===== config.mk =====
export PLATFORM = sky130hd
export DESIGN_NAME = sha256_round_ctrl
export DESIGN_NICKNAME = d
export VERILOG_FILES = /design/src/rtl/sha256_round_ctrl.sv
export SDC_FILE = /design/constraint.sdc
export NUM_CORES = 2
export LEC_CHECK = 0
export ABC_AREA = 1
export ABC_CLOCK_PERIOD_IN_PS = 9300
export BUFFER_PORTS_ARGS = -buffer_cell sky130_fd_sc_hd__buf_2
export CAP_MARGIN = 20
export CORE_MARGIN = 2
export CORE_UTILIZATION = 35
export CTS_CLUSTER_DIAMETER = 150
export DETAILED_ROUTE_END_ITERATION = 8
export GPL_TIMING_DRIVEN = 0
export PLACE_DENSITY = 0.55
export SLEW_MARGIN = 20
export SYNTH_ARGS = -nofsm -noshare
export SYNTH_HDL_FRONTEND = slang
export SYNTH_SLANG_ARGS = --single-unit
export TNS_END_PERCENT = 10

===== constraint.sdc =====
create_clock -name clk -period 9.3 [get_ports clk]
set_input_delay 1.395 -clock clk [delete_from_list [all_inputs] [get_ports clk]]
set_output_delay 1.395 -clock clk [all_outputs]
set_load 0.03 [all_outputs]

===== src/rtl/sha256_round_ctrl.sv =====
// sha256_round_ctrl: SHA-256 block compression engine with sequencing FSM.
// Takes one 512-bit padded block, expands the message schedule on the fly
// in a 16-word sliding window, and runs the 64 rounds at ROUNDS_PER_CYCLE
// rounds per clock (1, 2 or 4). It then folds the result into the chaining
// state and presents the digest.
// Optional macro SHA256_MIDSTATE_EN adds in_midstate/in_use_mid so a
// precomputed chaining value can be loaded on accept.
//
// Handshakes: a transfer happens on a rising edge where valid and ready are
// both high. A producer holds valid (and its data) until that edge. A
// consumer may raise or lower ready freely. in_ready is high only in IDLE,
// and out_valid is high only in DONE, so blocks never overlap.
//
// Word packing: word 0 (W0 / H0) occupies the most significant 32 bits of
// in_block / out_digest / in_midstate.
module sha256_round_ctrl #(
  parameter int ROUNDS_PER_CYCLE = 1
) (
  input  logic         clk,
  input  logic         rst_n,
  input  logic         in_valid,
  output logic         in_ready,
  input  logic [511:0] in_block,
  input  logic         in_first,
`ifdef SHA256_MIDSTATE_EN
  input  logic [255:0] in_midstate,
  input  logic         in_use_mid,
`endif
  output logic         out_valid,
  input  logic         out_ready,
  output logic [255:0] out_digest,
  output logic         busy,
  output logic [6:0]   round_idx
);

  localparam int R  = ROUNDS_PER_CYCLE;
  localparam int RW = 32 * R;
  localparam logic [6:0] R_STEP    = 7'(R);
  localparam logic [6:0] LAST_STEP = 7'(64 - R);

  generate
    if (R != 1 && R != 2 && R != 4) begin : g_bad_rounds
      $error("sha256_round_ctrl: ROUNDS_PER_CYCLE must be 1, 2 or 4");
    end
  endgenerate

  localparam logic [1:0] S_IDLE  = 2'd0;
  localparam logic [1:0] S_ROUND = 2'd1;
  localparam logic [1:0] S_FINAL = 2'd2;
  localparam logic [1:0] S_DONE  = 2'd3;

  localparam logic [255:0] IV = {
    32'h6a09e667, 32'hbb67ae85, 32'h3c6ef372, 32'ha54ff53a,
    32'h510e527f, 32'h9b05688c, 32'h1f83d9ab, 32'h5be0cd19};

  localparam logic [31:0] K_ROM [64] = '{
    32'h428a2f98, 32'h71374491, 32'hb5c0fbcf, 32'he9b5dba5, 32'h3956c25b, 32'h59f111f1, 32'h923f82a4, 32'hab1c5ed5,
    32'hd807aa98, 32'h12835b01, 32'h243185be, 32'h550c7dc3, 32'h72be5d74, 32'h80deb1fe, 32'h9bdc06a7, 32'hc19bf174,
    32'he49b69c1, 32'hefbe4786, 32'h0fc19dc6, 32'h240ca1cc, 32'h2de92c6f, 32'h4a7484aa, 32'h5cb0a9dc, 32'h76f988da,
    32'h983e5152, 32'ha831c66d, 32'hb00327c8, 32'hbf597fc7, 32'hc6e00bf3, 32'hd5a79147, 32'h06ca6351, 32'h14292967,
    32'h27b70a85, 32'h2e1b2138, 32'h4d2c6dfc, 32'h53380d13, 32'h650a7354, 32'h766a0abb, 32'h81c2c92e, 32'h92722c85,
    32'ha2bfe8a1, 32'ha81a664b, 32'hc24b8b70, 32'hc76c51a3, 32'hd192e819, 32'hd6990624, 32'hf40e3585, 32'h106aa070,
    32'h19a4c116, 32'h1e376c08, 32'h2748774c, 32'h34b0bcb5, 32'h391c0cb3, 32'h4ed8aa4a, 32'h5b9cca4f, 32'h682e6ff3,
    32'h748f82ee, 32'h78a5636f, 32'h84c87814, 32'h8cc70208, 32'h90befffa, 32'ha4506ceb, 32'hbef9a3f7, 32'hc67178f2};

  // FIPS 180-4 round and schedule functions, rotations written as slices.
  function automatic logic [31:0] big_sig0(input logic [31:0] x);
    return {x[1:0], x[31:2]} ^ {x[12:0], x[31:13]} ^ {x[21:0], x[31:22]};
  endfunction

  function automatic logic [31:0] big_sig1(input logic [31:0] x);
    return {x[5:0], x[31:6]} ^ {x[10:0], x[31:11]} ^ {x[24:0], x[31:25]};
  endfunction

  function automatic logic [31:0] sml_sig0(input logic [31:0] x);
    return {x[6:0], x[31:7]} ^ {x[17:0], x[31:18]} ^ {3'b000, x[31:3]};
  endfunction

  function automatic logic [31:0] sml_sig1(input logic [31:0] x);
    return {x[16:0], x[31:17]} ^ {x[18:0], x[31:19]} ^ {10'b0, x[31:10]};
  endfunction

  // Extend the window by R new schedule words and drop the R oldest.
  // New words may depend on words produced earlier in the same step.
  function automatic logic [511:0] shift_window(input logic [511:0] win);
    logic [31:0]  e [20];
    logic [511:0] res;
    for (int i = 0; i < 16; i++) e[i] = win[511 - 32*i -: 32];
    for (int k = 0; k < 4; k++)
      e[16 + k] = sml_sig1(e[14 + k]) + e[9 + k] + sml_sig0(e[1 + k]) + e[k];
    res = '0;
    for (int j = 0; j < 16; j++) res[511 - 32*j -: 32] = e[j + R];
    return res;
  endfunction

  // Apply R consecutive compression rounds starting at round t0.
  function automatic logic [255:0] do_rounds(input logic [255:0] st,
                                             input logic [511:0] win,
                                             input logic [6:0]   t0);
    logic [31:0] a, b, c, d, e, f, g, h, t1, t2, w, kc;
    {a, b, c, d, e, f, g, h} = st;
    for (int k = 0; k < R; k++) begin
      w  = win[511 - 32*k -: 32];
      kc = K_ROM[t0[5:0] + 6'(k)];
      t1 = h + big_sig1(e) + ((e & f) ^ (~e & g)) + kc + w;
      t2 = big_sig0(a) + ((a & b) ^ (a & c) ^ (b & c));
      h = g; g = f; f = e; e = d + t1;
      d = c; c = b; b = a; a = t1 + t2;
    end
    return {a, b, c, d, e, f, g, h};
  endfunction

  logic [1:0]   state;
  logic [255:0] h_reg;     // chaining value H0..H7
  logic [255:0] work;      // working variables a..h
  logic [511:0] win;       // schedule window, slot 0 in the top word
  logic [255:0] h_sum;
  logic [255:0] work_next;
  logic [511:0] win_next;

  // Word-wise mod-2^32 sum of chaining value and working variables.
  always_comb begin
    h_sum = '0;
    for (int i = 0; i < 8; i++)
      h_sum[255 - 32*i -: 32] = h_reg[255 - 32*i -: 32] + work[255 - 32*i -: 32];
  end

  // Next round state and next schedule window.
  always_comb begin
    work_next = do_rounds(work, win, round_idx);
    win_next  = shift_window(win);
  end

  // Status outputs decoded straight from the FSM state.
  always_comb begin
    in_ready  = (state == S_IDLE);
    out_valid = (state == S_DONE);
    busy      = (state == S_ROUND) || (state == S_FINAL);
  end

  // Sequencing FSM and datapath registers.
  always_ff @(posedge clk or negedge rst_n) begin
    if (!rst_n) begin
      state      <= S_IDLE;
      h_reg      <= IV;
      work       <= '0;
      win        <= '0;
      round_idx  <= '0;
      out_digest <= '0;
    end else begin
      case (state)
        S_IDLE: begin
          if (in_valid) begin
            win       <= in_block;
            round_idx <= '0;
            state     <= S_ROUND;
`ifdef SHA256_MIDSTATE_EN
            if (in_use_mid) begin
              work  <= in_midstate;
              h_reg <= in_midstate;
            end else
`endif
            if (in_first) begin
              work  <= IV;
              h_reg <= IV;
            end else begin
              work  <= h_reg;
            end
          end
        end
        S_ROUND: begin
          work      <= work_next;
          win       <= win_next;
          round_idx <= round_idx + R_STEP;
          if (round_idx == LAST_STEP) state <= S_FINAL;
        end
        S_FINAL: begin
          h_reg      <= h_sum;
          out_digest <= h_sum;
          state      <= S_DONE;
        end
        S_DONE: begin
          if (out_ready) state <= S_IDLE;
        end
        default: state <= S_IDLE;
      endcase
    end
  end

endmodule


==> results.toml <==
[run_status]
status = "finished clean"

[global_route]
top_usage_layer = "met2"
antenna_found_initial = 114
global_route.usage.total = 0.364
grt_use_met2 = 0.523
use_met1 = 0.507
gr-total-overflow = 0
grt_first_pass_wirelength_um = 672000
vias_in_the_first_global_route = 88500
grt_use_met3 = 0.0865
grt_max_degree = 133

[timing]
finalMaxSlewViolations = 0
worst-slew-pin-transition_ps = 1240
hold_viol_final = 0
worst_slew_margin_rel = 0.174
clock-skew-final_ps = 58.2
timing.final.crit_share = 0.997
max_clock_freq_ghz = 0.108
setup_viol_count_final = 0
layout_min_cycle_time_ps = 9270
finalHoldWorstSlack_ps = 407
setup_slack_ps = 32.0

[setup_path]
worst_r2r_startpoint = "round_idx[0]"
path_buf_inv = 6
setup.worst_path.end_class = "register"
rr_endpoint = "work[255]"
critical_path_class = "register to register"
required_ps = 10010
arrival_time_of_data_at_the_critical_path_endpoint_ps = 9980
path_max_fanout = 12
cp_slowest_cell = "sky130_fd_sc_hd__dfrtp_4"
reg2reg_depth = 38
critical-path-top-cell-by-count = "sky130_fd_sc_hd__nand2_1"
worst-r2r-setup-slack_ps = 30
cp_top_family = "adder cells"
critPathLaunchType = "register"
critical_path.max_stage_delay_ps = 580

[yosys]
netlist-cell-type-count = 69
postSynthRegisterBits = 1289
postSynth.asyncResetShare = 1.00
synth.net_count = 13200
avgSynthCellArea_um2 = 7.44
dominantRegCellSynth = "sky130_fd_sc_hd__dfrtp_1"
post_synth_instance_area_mm2 = 0.0897
yosys_warnings = 0
synth_enable_flop_cells = 0
seq_area_frac_synth = 0.362
synthCells = 12100

[clocking]
cts.path.max_buffers = 3
cts_hold_buf = 0
clock_root_buffer_master = "sky130_fd_sc_hd__clkbuf_16"
htree_num_levels = 4
tritoncts.num_buffers = 156
tritoncts = "yes"
cts.sinks = 1289
insertion_delay_ps = 860
cts.clk_slew.worst_paths_ps = 60

[floorplan]
coreArea_mm2 = 0.254
die_area_mm2 = 0.260
top_level_ports = 783
rows = 185
starting_utilization_of_the_core_area = 0.352
die_h_um = 510
die_x_um = 510

[placement]
detailedPlacementHpwl_um = 401000
portBuffers = 781
post_dp_cell_area_mm2 = 0.0986
place_inst = 16200
dp_slack_ps = -880
place_congestion = 1.06

[detailed_routing]
drt.antenna.violating_nets = 0
drt_pass1_iterations = 8
number_of_vias_after_detailed_routing = 94900
vias_per_cell = 5.72
detail_route.wl_per_cell_um = 29.5
detailedRoute.firstIterationViolations = 12000
postRouteWirelength_um = 490000
drc_errors = 0

[cells_and_area]
design_area_mm2 = 0.105
final_cells = 16600
num-nets-final = 14100
largest_register_ff_count = 512
final_layout_size_suffix_gt1_frac = 0.118
largest_register = "win"
flow.area_growth_from_synthesis_pct = 16.6

[min_path]
hold_path.class = "input port to async pin"

[job]
number_of_maximum_capacitance_violations = 0
==> layer usage <==
| metal | wire length, µm | vias to the layer above | share of wire |
|---|---|---|---|
| met4 | 28600 | 44 | 0.058 |
| met2 | 203000 | 4918 | 0.41 |
| li1 | - | 42400 | - |
| met1 | 210000 | 46400 | 0.43 |
| met5 | 260 | - | 0.00053 |
| met3 | 48600 | 1113 | 0.099 |
==> Yosys cell counts, types with 46 or more instances <==
cell / number / share of area
sky130_fd_sc_hd__a21oi_1: 985 / 0.055
sky130_fd_sc_hd__a31oi_1: 305 / 0.021
sky130_fd_sc_hd__buf_2: 138 / 0.0077
sky130_fd_sc_hd__clkbuf_1: 411 / 0.017
sky130_fd_sc_hd__dfrtp_1: 1153 / 0.32
sky130_fd_sc_hd__dfstp_2: 136 / 0.040
sky130_fd_sc_hd__fa_1: 195 / 0.044
sky130_fd_sc_hd__ha_1: 394 / 0.055
sky130_fd_sc_hd__inv_1: 1467 / 0.061
sky130_fd_sc_hd__nand2_1: 2405 / 0.10
sky130_fd_sc_hd__nand3_1: 420 / 0.023
sky130_fd_sc_hd__nand3b_1: 46 / 0.0039
sky130_fd_sc_hd__nand4_1: 116 / 0.0081
sky130_fd_sc_hd__nor2_1: 1087 / 0.046
sky130_fd_sc_hd__nor3_1: 119 / 0.0066
sky130_fd_sc_hd__o211ai_1: 490 / 0.041
sky130_fd_sc_hd__o21ai_0: 1238 / 0.069
sky130_fd_sc_hd__o21ai_1: 166 / 0.0093
sky130_fd_sc_hd__o21bai_1: 56 / 0.0047
sky130_fd_sc_hd__o22ai_1: 84 / 0.0059
sky130_fd_sc_hd__xnor2_1: 167 / 0.016
sky130_fd_sc_hd__xor2_1: 154 / 0.015
==> stage by stage <==
step                setup TNS (ps)   util
floorplan                        0      -
global placement                 -  0.384
detailed placement          -14080  0.388
CTS                              0  0.410
global route                 -19.0  0.411
finish                           0  0.411
==> worst max-delay path by stage <==
stage	end	depth (start not counted)	start	slack, ps
floorplan	work[255]	42	round_idx[0]	2410
global placement	win[117]	1	rst_n	-23560
detailed placement	work[254]	37	round_idx[1]	-880
CTS	work[255]	36	round_idx[1]	20
global route	work[255]	36	round_idx[1]	-20
finish	work[255]	38	round_idx[0]	30
==> logic make-up after synthesis <==
logic type / count (synthesis) / synth area share
simple gates: 4239 / 0.192
buf+inv: 2103 / 0.0926
compound gates: 3515 / 0.224
flops: 1289 / 0.362
fa+ha+maj: 589 / 0.0985
xor+xnor: 322 / 0.0315
==> cells in the final DEF (no fill, tap or decap), types with 31 or more instances in the layout <==
cell,n
sky130_fd_sc_hd__nand2_1,2403
sky130_fd_sc_hd__inv_1,1464
sky130_fd_sc_hd__o21ai_0,1234
sky130_fd_sc_hd__dfrtp_1,1151
sky130_fd_sc_hd__nor2_1,1083
sky130_fd_sc_hd__a21oi_1,982
sky130_fd_sc_hd__buf_2,924
sky130_fd_sc_hd__o211ai_1,490
sky130_fd_sc_hd__nand3_1,420
sky130_fd_sc_hd__clkbuf_1,392
sky130_fd_sc_hd__ha_1,392
sky130_fd_sc_hd__a31oi_1,305
sky130_fd_sc_hd__fa_1,195
sky130_fd_sc_hd__o21ai_1,169
sky130_fd_sc_hd__xnor2_1,163
sky130_fd_sc_hd__clkbuf_16,157
sky130_fd_sc_hd__xor2_1,144
sky130_fd_sc_hd__dfstp_2,136
sky130_fd_sc_hd__nor3_1,119
sky130_fd_sc_hd__nand4_1,116
sky130_fd_sc_hd__o22ai_1,84
sky130_fd_sc_hd__diode_2,63
sky130_fd_sc_hd__o21bai_1,56
sky130_fd_sc_hd__clkbuf_2,50
sky130_fd_sc_hd__nand3b_1,46
sky130_fd_sc_hd__clkbuf_8,35
sky130_fd_sc_hd__buf_1,32
sky130_fd_sc_hd__a21o_1,31
sky130_fd_sc_hd__a21boi_0,31
==> what timing repair did <==
action / CTS / global route
gates resized for setup: 25 / 27
buffers inserted: 0 / 9
endpoints found under the setup margin: 40 / 18
endpoints found under the hold margin: 0 / 0
pin swaps: 0 / 3
==> cell type report <==
type | count | area [µm²]
repair buffers | 821 | 4760
diodes | 63 | 158
well taps | 3366 | 4210
inverters | 1476 | 5550
fillers | 27100 | 150000
clock buffers | 223 | 4530
flip-flops and latches | 1289 | 32400
clock inverters | 65 | 920
multi-input cells | 8665 | 49100
plain buffers | 626 | 2830
Power is left out: the tool's default activity adds up to more than one toggle a clock period on the data nets, which glitch-free logic cannot reach.
